--- config.mk ---
export PLATFORM = sky130hd
export DESIGN_NAME = tuner_multi_ch_seq
export DESIGN_NICKNAME = d
export VERILOG_FILES = /design/src/rtl/tuner_phy_pkg.sv /design/src/rtl/tuner_multi_ch_seq_peak_alloc.sv /design/src/rtl/tuner_multi_ch_seq.sv
export SDC_FILE = /design/constraint.sdc
export NUM_CORES = 1
export LEC_CHECK = 0
export CORE_AREA = 5 5 254 256
export DETAILED_ROUTE_END_ITERATION = 6
export DIE_AREA = 0 0 259 261
export DONT_BUFFER_PORTS = 1
export MAX_ROUTING_LAYER = met4
export PLACE_DENSITY = 0.42
export REMOVE_ABC_BUFFERS = 1
export SYNTH_ARGS = -nofsm -noshare
export SYNTH_HDL_FRONTEND = slang
export SYNTH_SLANG_ARGS = --single-unit
--- constraint.sdc ---
create_clock -name i_clk -period 3.32 [get_ports i_clk]
set_input_delay 0.664 -clock i_clk [delete_from_list [all_inputs] [get_ports i_clk]]
set_output_delay 0.664 -clock i_clk [all_outputs]
set_load 0.01 [all_outputs]
--- src/rtl/tuner_phy_pkg.sv ---
// Shared state and error encodings for the multi-channel tuner search/lock sequencer.
package tuner_phy_pkg;

   typedef enum logic [3:0] {
      IDLE,
      SEARCH_TRIG,
      SEARCH_WAIT,
      ALLOC,
      LOCK_TRIG,
      MONITOR,
      INTR_ACK,
      RESUME,
      ERR
   } tuner_seq_state_e;

   typedef enum logic [1:0] {
      ERR_NONE,
      ERR_NO_PEAK,
      ERR_TIMEOUT,
      ERR_RELOCK_LIMIT
   } tuner_seq_err_e;

endpackage

--- src/rtl/tuner_multi_ch_seq_peak_alloc.sv ---
// Sequential peak scanner: walks one peak per cycle and picks the first one that
// clears the previous channel's code by at least ALLOC_GUARD.
module tuner_peak_alloc #(
   parameter int unsigned DAC_WIDTH   = 8,
   parameter int unsigned ADC_WIDTH   = 8,
   parameter int unsigned NUM_TARGET  = 8,
   parameter int unsigned ALLOC_GUARD = 4,
   localparam int unsigned CNT_W = $clog2(NUM_TARGET) + 1
) (
   input  logic                                 clk,
   input  logic                                 rst,
   input  logic                                 start,
   input  logic [NUM_TARGET-1:0][DAC_WIDTH-1:0] codes,
   input  logic [NUM_TARGET-1:0][ADC_WIDTH-1:0] pwrs,
   input  logic [CNT_W-1:0]                     cnt,
   input  logic [DAC_WIDTH-1:0]                 prev_code,
   input  logic                                 prev_valid,
   output logic                                 done,
   output logic                                 found,
   output logic [DAC_WIDTH-1:0]                 code,
   output logic [ADC_WIDTH-1:0]                 pwr
);

   localparam int unsigned IDX_W = (NUM_TARGET > 1) ? $clog2(NUM_TARGET) : 1;

   logic             active;
   logic [CNT_W-1:0] idx;
   logic [IDX_W-1:0] sel;
   logic             in_range;
   logic             match;
   logic [DAC_WIDTH:0] floor_code;

   always_comb begin
      sel        = idx[IDX_W-1:0];
      in_range   = (idx < cnt) && (idx < CNT_W'(NUM_TARGET));
      // one extra bit so prev_code + guard never wraps back into range
      floor_code = {1'b0, prev_code} + (DAC_WIDTH+1)'(ALLOC_GUARD);
      match      = in_range && (!prev_valid || ({1'b0, codes[sel]} >= floor_code));
      done       = active && (match || !in_range);
      found      = active && match;
      code       = codes[sel];
      pwr        = pwrs[sel];
   end

   always_ff @(posedge clk) begin
      if (rst) begin
         active <= 1'b0;
         idx    <= '0;
      end else if (start) begin
         active <= 1'b1;
         idx    <= '0;
      end else if (active) begin
         if (done) active <= 1'b0;
         else      idx    <= idx + CNT_W'(1);
      end
   end

endmodule

--- src/rtl/tuner_multi_ch_seq.sv ---
// Multi-channel search/lock sequencer: searches each ring in order, allocates
// monotonic guarded peaks, triggers lock, then services lock interrupts.
module tuner_multi_ch_seq
   import tuner_phy_pkg::*;
#(
   parameter int unsigned NUM_CH         = 4,
   parameter int unsigned DAC_WIDTH      = 8,
   parameter int unsigned ADC_WIDTH      = 8,
   parameter int unsigned NUM_TARGET     = 8,
   parameter int unsigned ALLOC_GUARD    = 4,
   parameter int unsigned SEARCH_TIMEOUT = 4096,
   parameter int unsigned MAX_RELOCK     = 3,
   localparam int unsigned CH_W  = (NUM_CH > 1) ? $clog2(NUM_CH) : 1,
   localparam int unsigned RL_W  = $clog2(MAX_RELOCK + 1),
   localparam int unsigned CNT_W = $clog2(NUM_TARGET) + 1
) (
   input  logic                                             i_clk,
   input  logic                                             i_rst,
   input  logic                                             i_start,
   output logic                                             o_busy,
   output logic                                             o_done,
   output logic                                             o_err,
   output tuner_seq_err_e                                   o_err_code,
   output logic [CH_W-1:0]                                  o_err_ch,
   output logic [NUM_CH-1:0]                                o_search_trig_val,
   input  logic [NUM_CH-1:0]                                i_search_trig_rdy,
   input  logic [NUM_CH-1:0]                                i_search_peaks_val,
   output logic [NUM_CH-1:0]                                o_search_peaks_rdy,
   input  logic [NUM_CH-1:0][NUM_TARGET-1:0][DAC_WIDTH-1:0] i_peak_tune_codes,
   input  logic [NUM_CH-1:0][NUM_TARGET-1:0][ADC_WIDTH-1:0] i_peak_pwr_codes,
   input  logic [NUM_CH-1:0][CNT_W-1:0]                     i_peaks_cnt,
   output logic [NUM_CH-1:0]                                o_lock_trig_val,
   input  logic [NUM_CH-1:0]                                i_lock_trig_rdy,
   input  logic [NUM_CH-1:0]                                i_lock_intr_val,
   output logic [NUM_CH-1:0]                                o_lock_intr_rdy,
   output logic [NUM_CH-1:0]                                o_lock_resume_val,
   input  logic [NUM_CH-1:0]                                i_lock_resume_rdy,
   output logic [NUM_CH-1:0][DAC_WIDTH-1:0]                 o_cfg_ring_tune_peak,
   output logic [NUM_CH-1:0][ADC_WIDTH-1:0]                 o_cfg_pwr_peak,
   output logic [NUM_CH-1:0]                                o_ch_locked,
   output logic [NUM_CH-1:0][RL_W-1:0]                      o_relock_cnt
);

   localparam int unsigned TO_W = (SEARCH_TIMEOUT > 1) ? $clog2(SEARCH_TIMEOUT) : 1;

   tuner_seq_state_e state, state_nx;

   logic [CH_W-1:0]                     ch;
   logic [CH_W-1:0]                     k;
   logic [CH_W-1:0]                     pick;
   logic                                pick_valid;
   logic [DAC_WIDTH-1:0]                prev_code;
   logic                                prev_valid;
   logic [TO_W-1:0]                     to_cnt;
   logic                                trig_armed;
   logic [NUM_TARGET-1:0][DAC_WIDTH-1:0] lat_codes;
   logic [NUM_TARGET-1:0][ADC_WIDTH-1:0] lat_pwrs;
   logic [CNT_W-1:0]                    lat_cnt;
   tuner_seq_err_e                      err_code;
   logic                                alloc_start;
   logic                                alloc_done;
   logic                                alloc_found;
   logic [DAC_WIDTH-1:0]                alloc_code;
   logic [ADC_WIDTH-1:0]                alloc_pwr;

   assign o_busy      = !(state == IDLE || state == MONITOR || state == ERR);
   assign o_err       = (state == ERR);
   assign o_err_code  = err_code;
   assign alloc_start = (state == SEARCH_WAIT) && i_search_peaks_val[ch];

   tuner_peak_alloc #(
      .DAC_WIDTH   (DAC_WIDTH),
      .ADC_WIDTH   (ADC_WIDTH),
      .NUM_TARGET  (NUM_TARGET),
      .ALLOC_GUARD (ALLOC_GUARD)
   ) u_alloc (
      .clk        (i_clk),
      .rst        (i_rst),
      .start      (alloc_start),
      .codes      (lat_codes),
      .pwrs       (lat_pwrs),
      .cnt        (lat_cnt),
      .prev_code  (prev_code),
      .prev_valid (prev_valid),
      .done       (alloc_done),
      .found      (alloc_found),
      .code       (alloc_code),
      .pwr        (alloc_pwr)
   );

   always_ff @(posedge i_clk) begin
      if (i_rst) state <= IDLE;
      else       state <= state_nx;
   end

   always_comb begin
      state_nx           = state;
      o_search_trig_val  = '0;
      o_search_peaks_rdy = '0;
      o_lock_trig_val    = '0;
      o_lock_intr_rdy    = '0;
      o_lock_resume_val  = '0;
      pick_valid         = 1'b0;
      pick               = '0;
      for (int unsigned i = NUM_CH; i > 0; i--) begin
         if (i_lock_intr_val[i-1]) begin
            pick_valid = 1'b1;
            pick       = CH_W'(i - 1);
         end
      end
      case (state)
         IDLE, ERR: if (i_start) state_nx = SEARCH_TRIG;
         SEARCH_TRIG: begin
            o_search_trig_val[ch] = 1'b1;
            if (i_search_trig_rdy[ch]) state_nx = SEARCH_WAIT;
         end
         SEARCH_WAIT: begin
            o_search_peaks_rdy[ch] = 1'b1;
            if (i_search_peaks_val[ch])                     state_nx = ALLOC;
            else if (to_cnt == TO_W'(SEARCH_TIMEOUT - 1))   state_nx = ERR;
         end
         ALLOC: if (alloc_done) state_nx = alloc_found ? LOCK_TRIG : ERR;
         LOCK_TRIG: begin
            // first cycle only lets the freshly written cfg settle
            o_lock_trig_val[ch] = trig_armed;
            if (trig_armed && i_lock_trig_rdy[ch])
               state_nx = (ch == CH_W'(NUM_CH - 1)) ? MONITOR : SEARCH_TRIG;
         end
         MONITOR: if (pick_valid) state_nx = INTR_ACK;
         INTR_ACK: begin
            o_lock_intr_rdy[k] = 1'b1;
            if (i_lock_intr_val[k])
               state_nx = (o_relock_cnt[k] == RL_W'(MAX_RELOCK)) ? ERR : RESUME;
         end
         RESUME: begin
            o_lock_resume_val[k] = 1'b1;
            if (i_lock_resume_rdy[k]) state_nx = MONITOR;
         end
         default: state_nx = IDLE;
      endcase
   end

   always_ff @(posedge i_clk) begin
      if (i_rst) begin
         ch                   <= '0;
         k                    <= '0;
         prev_code            <= '0;
         prev_valid           <= 1'b0;
         to_cnt               <= '0;
         trig_armed           <= 1'b0;
         lat_codes            <= '0;
         lat_pwrs             <= '0;
         lat_cnt              <= '0;
         err_code             <= ERR_NONE;
         o_err_ch             <= '0;
         o_done               <= 1'b0;
         o_cfg_ring_tune_peak <= '0;
         o_cfg_pwr_peak       <= '0;
         o_ch_locked          <= '0;
         o_relock_cnt         <= '0;
      end else begin
         o_done <= 1'b0;
         case (state)
            IDLE, ERR: begin
               if (i_start) begin
                  ch           <= '0;
                  prev_valid   <= 1'b0;
                  o_ch_locked  <= '0;
                  o_relock_cnt <= '0;
                  err_code     <= ERR_NONE;
                  o_err_ch     <= '0;
               end
            end
            SEARCH_TRIG: to_cnt <= '0;
            SEARCH_WAIT: begin
               if (i_search_peaks_val[ch]) begin
                  lat_codes <= i_peak_tune_codes[ch];
                  lat_pwrs  <= i_peak_pwr_codes[ch];
                  lat_cnt   <= i_peaks_cnt[ch];
               end else if (to_cnt == TO_W'(SEARCH_TIMEOUT - 1)) begin
                  err_code <= ERR_TIMEOUT;
                  o_err_ch <= ch;
               end else begin
                  to_cnt <= to_cnt + TO_W'(1);
               end
            end
            ALLOC: begin
               if (alloc_done && alloc_found) begin
                  o_cfg_ring_tune_peak[ch] <= alloc_code;
                  o_cfg_pwr_peak[ch]       <= alloc_pwr;
                  prev_code                <= alloc_code;
                  prev_valid               <= 1'b1;
                  trig_armed               <= 1'b0;
               end else if (alloc_done) begin
                  err_code <= ERR_NO_PEAK;
                  o_err_ch <= ch;
               end
            end
            LOCK_TRIG: begin
               if (!trig_armed) begin
                  trig_armed <= 1'b1;
               end else if (i_lock_trig_rdy[ch]) begin
                  o_ch_locked[ch] <= 1'b1;
                  trig_armed      <= 1'b0;
                  if (ch == CH_W'(NUM_CH - 1)) o_done <= 1'b1;
                  else                         ch     <= ch + CH_W'(1);
               end
            end
            MONITOR: if (pick_valid) k <= pick;
            INTR_ACK: begin
               if (i_lock_intr_val[k]) begin
                  o_ch_locked[k] <= 1'b0;
                  // the over-limit count is not representable in RL_W bits, so it saturates
                  if (o_relock_cnt[k] == RL_W'(MAX_RELOCK)) begin
                     err_code <= ERR_RELOCK_LIMIT;
                     o_err_ch <= k;
                  end else begin
                     o_relock_cnt[k] <= o_relock_cnt[k] + RL_W'(1);
                  end
               end
            end
            RESUME: if (i_lock_resume_rdy[k]) o_ch_locked[k] <= 1'b1;
            default: ;
         endcase
      end
   end

endmodule
==> impl_metrics.ini, run 1 <==
[run_status]
status = finished with violations
violations = negative setup slack

[sta]
setup_violations = 28
min_period_ns = 3.413
drv_slew = 0
relSlewSlack_pct = 15.33
worst_pin_slew_ns = 1.270
fin_worst_skew_ns = 0.01511
rsz0062_at_grt = true
finalHoldViolCount = 0
final.setup.worst_slack_ns = -0.09265
max_freq_mhz = 293.0
whs_ns = 0.1919
finalCritPeriodShare_pct = 102.8

[floorplan]
die-area_sq_um = 67600
fp-row-count = 92
fp.dieH_um = 261
core_area_sq_um = 62270
ios = 654
start_util_pct = 22.60
die_w_um = 259

[final_layout]
nets = 2031
multi_input_area_sq_um = 9071
syn2layout_area_growth_pct = 22.09
nFillCells = 6658
drive_above_1_share_pct = 28.82
layout.area.seq_sq_um = 4979

[clocking]
hold_buffers = 0
root_buffer = clkbuf_16
cts_sinks = 248
h-tree-depth = 1
cts_tree = done
clk_latency_ns = 0.59
cts_buffer_depth = 3
numCtsBuffers = 30
path_clk_slew_ns = 0.06

[worst_setup_path]
crit_type = flip-flop to flip-flop
critical_path.cell_chain = buf_12 -> mux4_2 -> mux2_4 -> ha_4 -> nand4_1 -> o221ai_2 -> nand3b_1 -> a31oi_4 -> and2_4 -> buf_6 -> buf_12 -> clkbuf_16 -> a21oi_2 -> nor3_1
crit_top_cell = buf_12
cp_slowest_cell = mux4_2
path_delay_family = multiplexers
critPathLaunchType = flip-flop
cp_max_fo = 6
worstPathArrival_ns = 3.90
worstPathRequired_ns = 3.81
max_stage_delay_ns = 0.49
cp-end-kind = flip-flop
worst-path-buf-inv = 4

[placement]
io_buffers = 0
dp_hpwl_mm = 42.39
place.gp.congestion = 0.8281
post-place-ws_ns = -0.06380

[yosys]
synth_top_flop_cell = dfxtp_1
synth_cell_types = 61
yosys-top-cells-area = dfxtp_1 (35%), mux4_2 (27%), nand2_1 (8.1%), a21oi_1 (7.6%), nor2_1 (3.7%)
synth-seq-cells = 248
syn_area_per_cell_sq_um = 9.528
synth_edf_count = 0
synth_top_area_share_pct = 35.28
synth_top_area_cell = dfxtp_1
yosys_warnings = 0
synthArstFlopShare_pct = 0
syn_area_sq_um = 14070
synth_cells = 1477
seq_area_frac_synth_pct = 35.28

[detailed_routing]
wl_mm = 58.20
num_vias = 11675
antenna_left = 0
drt_iter0_drc = 775
vias_per_cell = 4.989
avgRoutedWirePerCell_um = 24.87
drt-pass1-iter-count = 5
drc_errors = 0

[job]
cap_violations = 0

[min_path]
min_path_type = primary input to flip-flop

[grt]
grtUsageTotal_pct = 15.78
grt_pass1_wl_mm = 79.24
overflow = 0
grt_pass1_vias = 11756
antenna_found_initial = 12
grt_max_degree = 237

[power]
ir_worst_vdd_v = 0.0004084
powerDensity_nw_per_um2 = 487.3
leakagePower_nw = 5.468
-- power breakdown --
group          switching (mW)  internal (mW)  total (mW)
sequential              0.119           3.15        3.27
combinational           0.955          0.665        1.62
clock                    1.41           2.08        3.48
total                    2.48           5.89        8.37
-- area by class of cell --
| cell class | instances | area share [%] |
|---|---|---|
| clock inverter | 13 | 0.8157 |
| inverter | 14 | 0.3204 |
| multi-input combinational | 1088 | 52.80 |
| clock buffer | 43 | 5.353 |
| sequential | 248 | 28.98 |
| tap | 846 | 6.161 |
| antenna | 9 | 0.1311 |
| timing repair buffer | 79 | 5.440 |
-- cell families (layout without fill, tap and decap cells) --
kind of cell               count (synthesis)  after routing  synth area share, %
AOI/OAI and AO/OA                        264            264                10.36
xor gates and xnor gates                  15             15               0.9335
adders and majority gates                 19             19                1.689
buffers and inverters                    141            149                4.143
DFF                                      248            248                35.28
muxes                                    193            193                29.08
other                                      0              9                    0
and+or+nand+nor                          597            597                18.51
-- per-layer routing --
layer	vias up	part of all wire, %	global-route usage [%]
li1	5361	-	-
met1	5827	41	20.04
met2	431	50	25.77
met3	56	7.5	4.252
met4	0	1.7	2.848
met5	-	0	-
-- Yosys cell counts (all sizes together), types with 2 or more instances --
cell	n
nand4	6
inv	14
a22oi	6
a31oi	3
mux4	171
clkbuf	89
mux2i	5
or4	2
xnor2	5
nor2	137
o221ai	2
xor2	10
a21oi	214
nor2b	3
buf	38
o21bai	2
mux2	17
a211oi	9
and4	3
a32oi	2
dfxtp	248
and3	15
o22ai	3
nand3b	2
nor4b	3
or3	3
ha	19
o21ai	14
nor3	86
nor3b	2
nand3	14
o21a	3
and2	7
nand2	302
nand2b	5
-- timing repair --
item | 4_1_cts | 5_1_grt
pin swaps | 3 | 90
gates cloned | 1 | 12
resized for setup | 10 | 117
endpoints found under the setup margin | 67 | 80
setup buffers | 4 | 13
-- worst register-to-register path, cell delays in order (launching register included) --
cell and delay (ns):
dfxtp_4 0.41, buf_12 0.15, mux4_2 0.50, mux2_4 0.32, ha_4 0.29, nand4_1 0.15, o221ai_2 0.22, nand3b_1 0.19
a31oi_4 0.23, and2_4 0.20, buf_6 0.11, buf_12 0.14, clkbuf_16 0.18, a21oi_2 0.05, nor3_1 0.17
-- stage by stage --
stage / instance area [sq um] / instances / util (%) / power [mW] / setup TNS, ns
global route: 17180 / 2338 / 27.58 / 8.808 / -11.53
CTS: 16290 / 2307 / 26.16 / 8.473 / 0
finish: 17180 / 2340 / 27.59 / 8.373 / -0.7179
detailed placement: 15120 / 2246 / 24.28 / 4.904 / -0.7962
floorplan: 13540 / 1350 / - / 4.409 / -1213.24
global placement: 15120 / 2246 / 24.28 / 4.895 / 0
-- cells in the final DEF (no fill, tap or decap), types with 6 or more instances in the layout --
cell	instances
nor2_1	127
and3_1	15
buf_4	45
inv_1	13
nand4_1	6
ha_1	8
dfxtp_1	243
xor2_1	10
buf_12	14
clkinv_2	6
a21oi_4	7
mux2_2	8
clkbuf_16	36
diode_2	9
a21oi_2	27
ha_4	8
nor3_1	62
nor2_2	6
mux4_2	171
buf_6	9
nand2_1	301
nor3_2	24
o21ai_0	12
a22oi_1	6
a211oi_1	7
nand3_1	10
a21oi_1	180
mux2_4	8
clkbuf_8	12
-- final timing paths --
| kind | start | slack (ns) | to | cells past startpoint |
|---|---|---|---|---|
| setup reg to reg | u_alloc.idx[0] | -0.09 | o_cfg_pwr_peak[18] | 14 |
| hold reg to reg | lat_pwrs[31] | 0.45 | lat_pwrs[31] | 2 |
| setup / recovery | u_alloc.idx[0] | -0.09 | o_cfg_pwr_peak[18] | 14 |
| hold / removal | i_rst | 0.19 | o_relock_cnt[0] | 1 |
-- registers in the layout (all words and copies together) (netlist names) --
register	count
o_cfg_pwr_peak	32
prev_code	8
lat_cnt	4
state	4
k	2
ch	2
u_alloc.idx	4
o_cfg_ring_tune_peak	32
o_ch_locked	4
o_relock_cnt	8
o_err_code	2
u_alloc.active	1
lat_pwrs	64
to_cnt	12
o_done	1
lat_codes	64
o_err_ch	2
prev_valid	1
trig_armed	1
No activity file was read; power rests on OpenSTA's default activity.
==> run 2, diff against run 1 <==
--- a/config.mk
+++ b/config.mk
@@ -11,6 +11,7 @@
 export DONT_BUFFER_PORTS = 1
 export MAX_ROUTING_LAYER = met4
 export PLACE_DENSITY = 0.42
+export RECOVER_POWER = 100
 export REMOVE_ABC_BUFFERS = 1
 export SYNTH_ARGS = -nofsm -noshare
 export SYNTH_HDL_FRONTEND = slang
==> impl_metrics.ini, run 2 (synthesis results as in run 1) <==
[run_status]
status = finished with violations
violations = negative setup slack

[placement]
post-place-cells = 2246
post-place-ws_ns = -0.06380
place.gp.congestion = 0.8281
dp_hpwl_mm = 42.39
io_buffers = 0

[sta]
fin_worst_skew_ns = 0.01740
min_period_ns = 3.411
worst_pin_slew_ns = 1.369
relSlewSlack_pct = 8.707
finalHoldViolCount = 0
finalCritPeriodShare_pct = 102.8
final.setup.worst_slack_ns = -0.09132
setup_violations = 28
setup_tns_ns = -0.6671
drv_slew = 0
max_freq_mhz = 293.1
rsz0062_at_grt = true

[detailed_routing]
drc_errors = 0
avgRoutedWirePerCell_um = 24.87
drt-pass1-iter-count = 5
vias_per_cell = 4.976
antenna_left = 0
drt_iter0_drc = 766
num_vias = 11643
wl_mm = 58.20

[floorplan]
die-area_sq_um = 67600
die_w_um = 259
start_util_pct = 22.60
ios = 654
fp-row-count = 92
core_area_sq_um = 62270
fp.dieH_um = 261

[clocking]
h-tree-depth = 1
cts_tree = done
hold_buffers = 0
path_clk_slew_ns = 0.06
clk_latency_ns = 0.59
cts_sinks = 248
cts_buffer_depth = 3
root_buffer = clkbuf_16
numCtsBuffers = 30

[final_layout]
drive_above_1_share_pct = 28.42
final_common_cell = nand2_1
layout.cells.non_filler = 2340
nFillCells = 6665
layout.area.seq_sq_um = 4979
layout_common_cells = nand2_1 (301), dfxtp_1 (243), a21oi_1 (180), mux4_2 (171), nor2_1 (127)
fin_util_pct = 27.52
top_regs = lat_codes (64), lat_pwrs (64)
multi_input_area_sq_um = 9056
syn2layout_area_growth_pct = 21.79
nets = 2031

[power]
p_sw_mw = 2.477
clock_power_share_pct = 41.7
seqPwrFrac_pct = 39.1
totalPowerFinal_mw = 8.359
ir_worst_vdd_v = 0.0004060
leakagePower_nw = 5.454
internal-power_mw = 5.882
p_sw_share_pct = 29.64
pwr-share-comb_pct = 19.2
powerDensity_nw_per_um2 = 487.7

[min_path]
min_path_type = primary input to flip-flop
min_from = i_rst

[worst_setup_path]
worstPathRequired_ns = 3.81
critPathLaunchType = flip-flop
crit_start = u_alloc.idx[0]
crit_top_cell = buf_12
worstPathArrival_ns = 3.90
reg2reg_from = u_alloc.idx[0]
crit_type = flip-flop to flip-flop
cp-end-kind = flip-flop
cp_slowest_cell = mux4_2
cp_max_fo = 6
max_stage_delay_ns = 0.49
worst-path-buf-inv = 4
path_delay_family = multiplexers
critical_path.cell_chain = buf_12 -> mux4_2 -> mux2_4 -> ha_4 -> nand4_1 -> o221ai_2 -> nand3b_1 -> a31oi_4 -> and2_4 -> buf_6 -> buf_12 -> clkbuf_16 -> a21oi_2 -> nor3_1

[grt]
grt_pass1_wl_mm = 79.24
grtUsageTotal_pct = 15.78
overflow = 0
grt_max_degree = 237
grt_pass1_vias = 11756
antenna_found_initial = 12

[job]
cap_violations = 0
## run 2: layer usage
metal	GRT usage, %	part of all wire, %	up-vias
li1	-	-	5358
met1	20.04	41	5809
met2	25.77	50	423
met3	4.252	7.4	53
met4	2.848	1.6	0
met5	-	0	-
## run 2: stage by stage
step           hold slack, ns  cell area [sq um]
6_report               0.1938              17140
5_1_grt                0.1478              17130
4_1_cts                0.1422              16290
3_5_place_dp           0.4432              15120
3_3_place_gp           0.4386              15120
2_1_floorplan          0.4255              13540
## run 2: worst reg2reg max path, cell delays in order (launching register included)
cell	delay, ns
dfxtp_4	0.41
buf_12	0.15
mux4_2	0.50
mux2_4	0.32
ha_4	0.29
nand4_1	0.15
o221ai_2	0.22
nand3b_1	0.19
a31oi_4	0.23
and2_4	0.20
buf_6	0.11
buf_12	0.14
clkbuf_16	0.18
a21oi_2	0.05
nor3_1	0.17
## run 2: cell type report
type,count,area share [%]
antenna,9,0.1314
multi-input combinational,1088,52.84
tap,846,6.176
sequential,248,29.05
clock buffer,43,5.366
clock inverter,13,0.8176
inverter,14,0.3212
timing repair buffer,79,5.300
## run 2: worst paths after layout
path / to / slack, ns / depth (start not counted)
hold reg to reg: lat_pwrs[31] / 0.45 / 2
setup / recovery: o_cfg_pwr_peak[18] / -0.09 / 14
setup reg to reg: o_cfg_pwr_peak[18] / -0.09 / 14
hold / removal: o_relock_cnt[0] / 0.19 / 1
## run 2: power by group through the flow
stage | Sequential (mW) | Combinational (mW) | Clock, mW
6_report | 3.27 | 1.61 | 3.48
5_1_grt | 3.29 | 1.77 | 3.74
3_5_place_dp | 3.33 | 1.57 | 0
2_1_floorplan | 3.35 | 1.06 | 0
3_3_place_gp | 3.33 | 1.57 | 0
4_1_cts | 3.27 | 1.59 | 3.62
## run 2: repair_timing
item / in CTS / in global routing
pin swaps: 3 / 90
resized for setup: 10 / 117
cloned: 1 / 12
endpoints found under the hold margin: 0 / 0
endpoints found under the setup margin: 67 / 80
setup buffers: 4 / 13
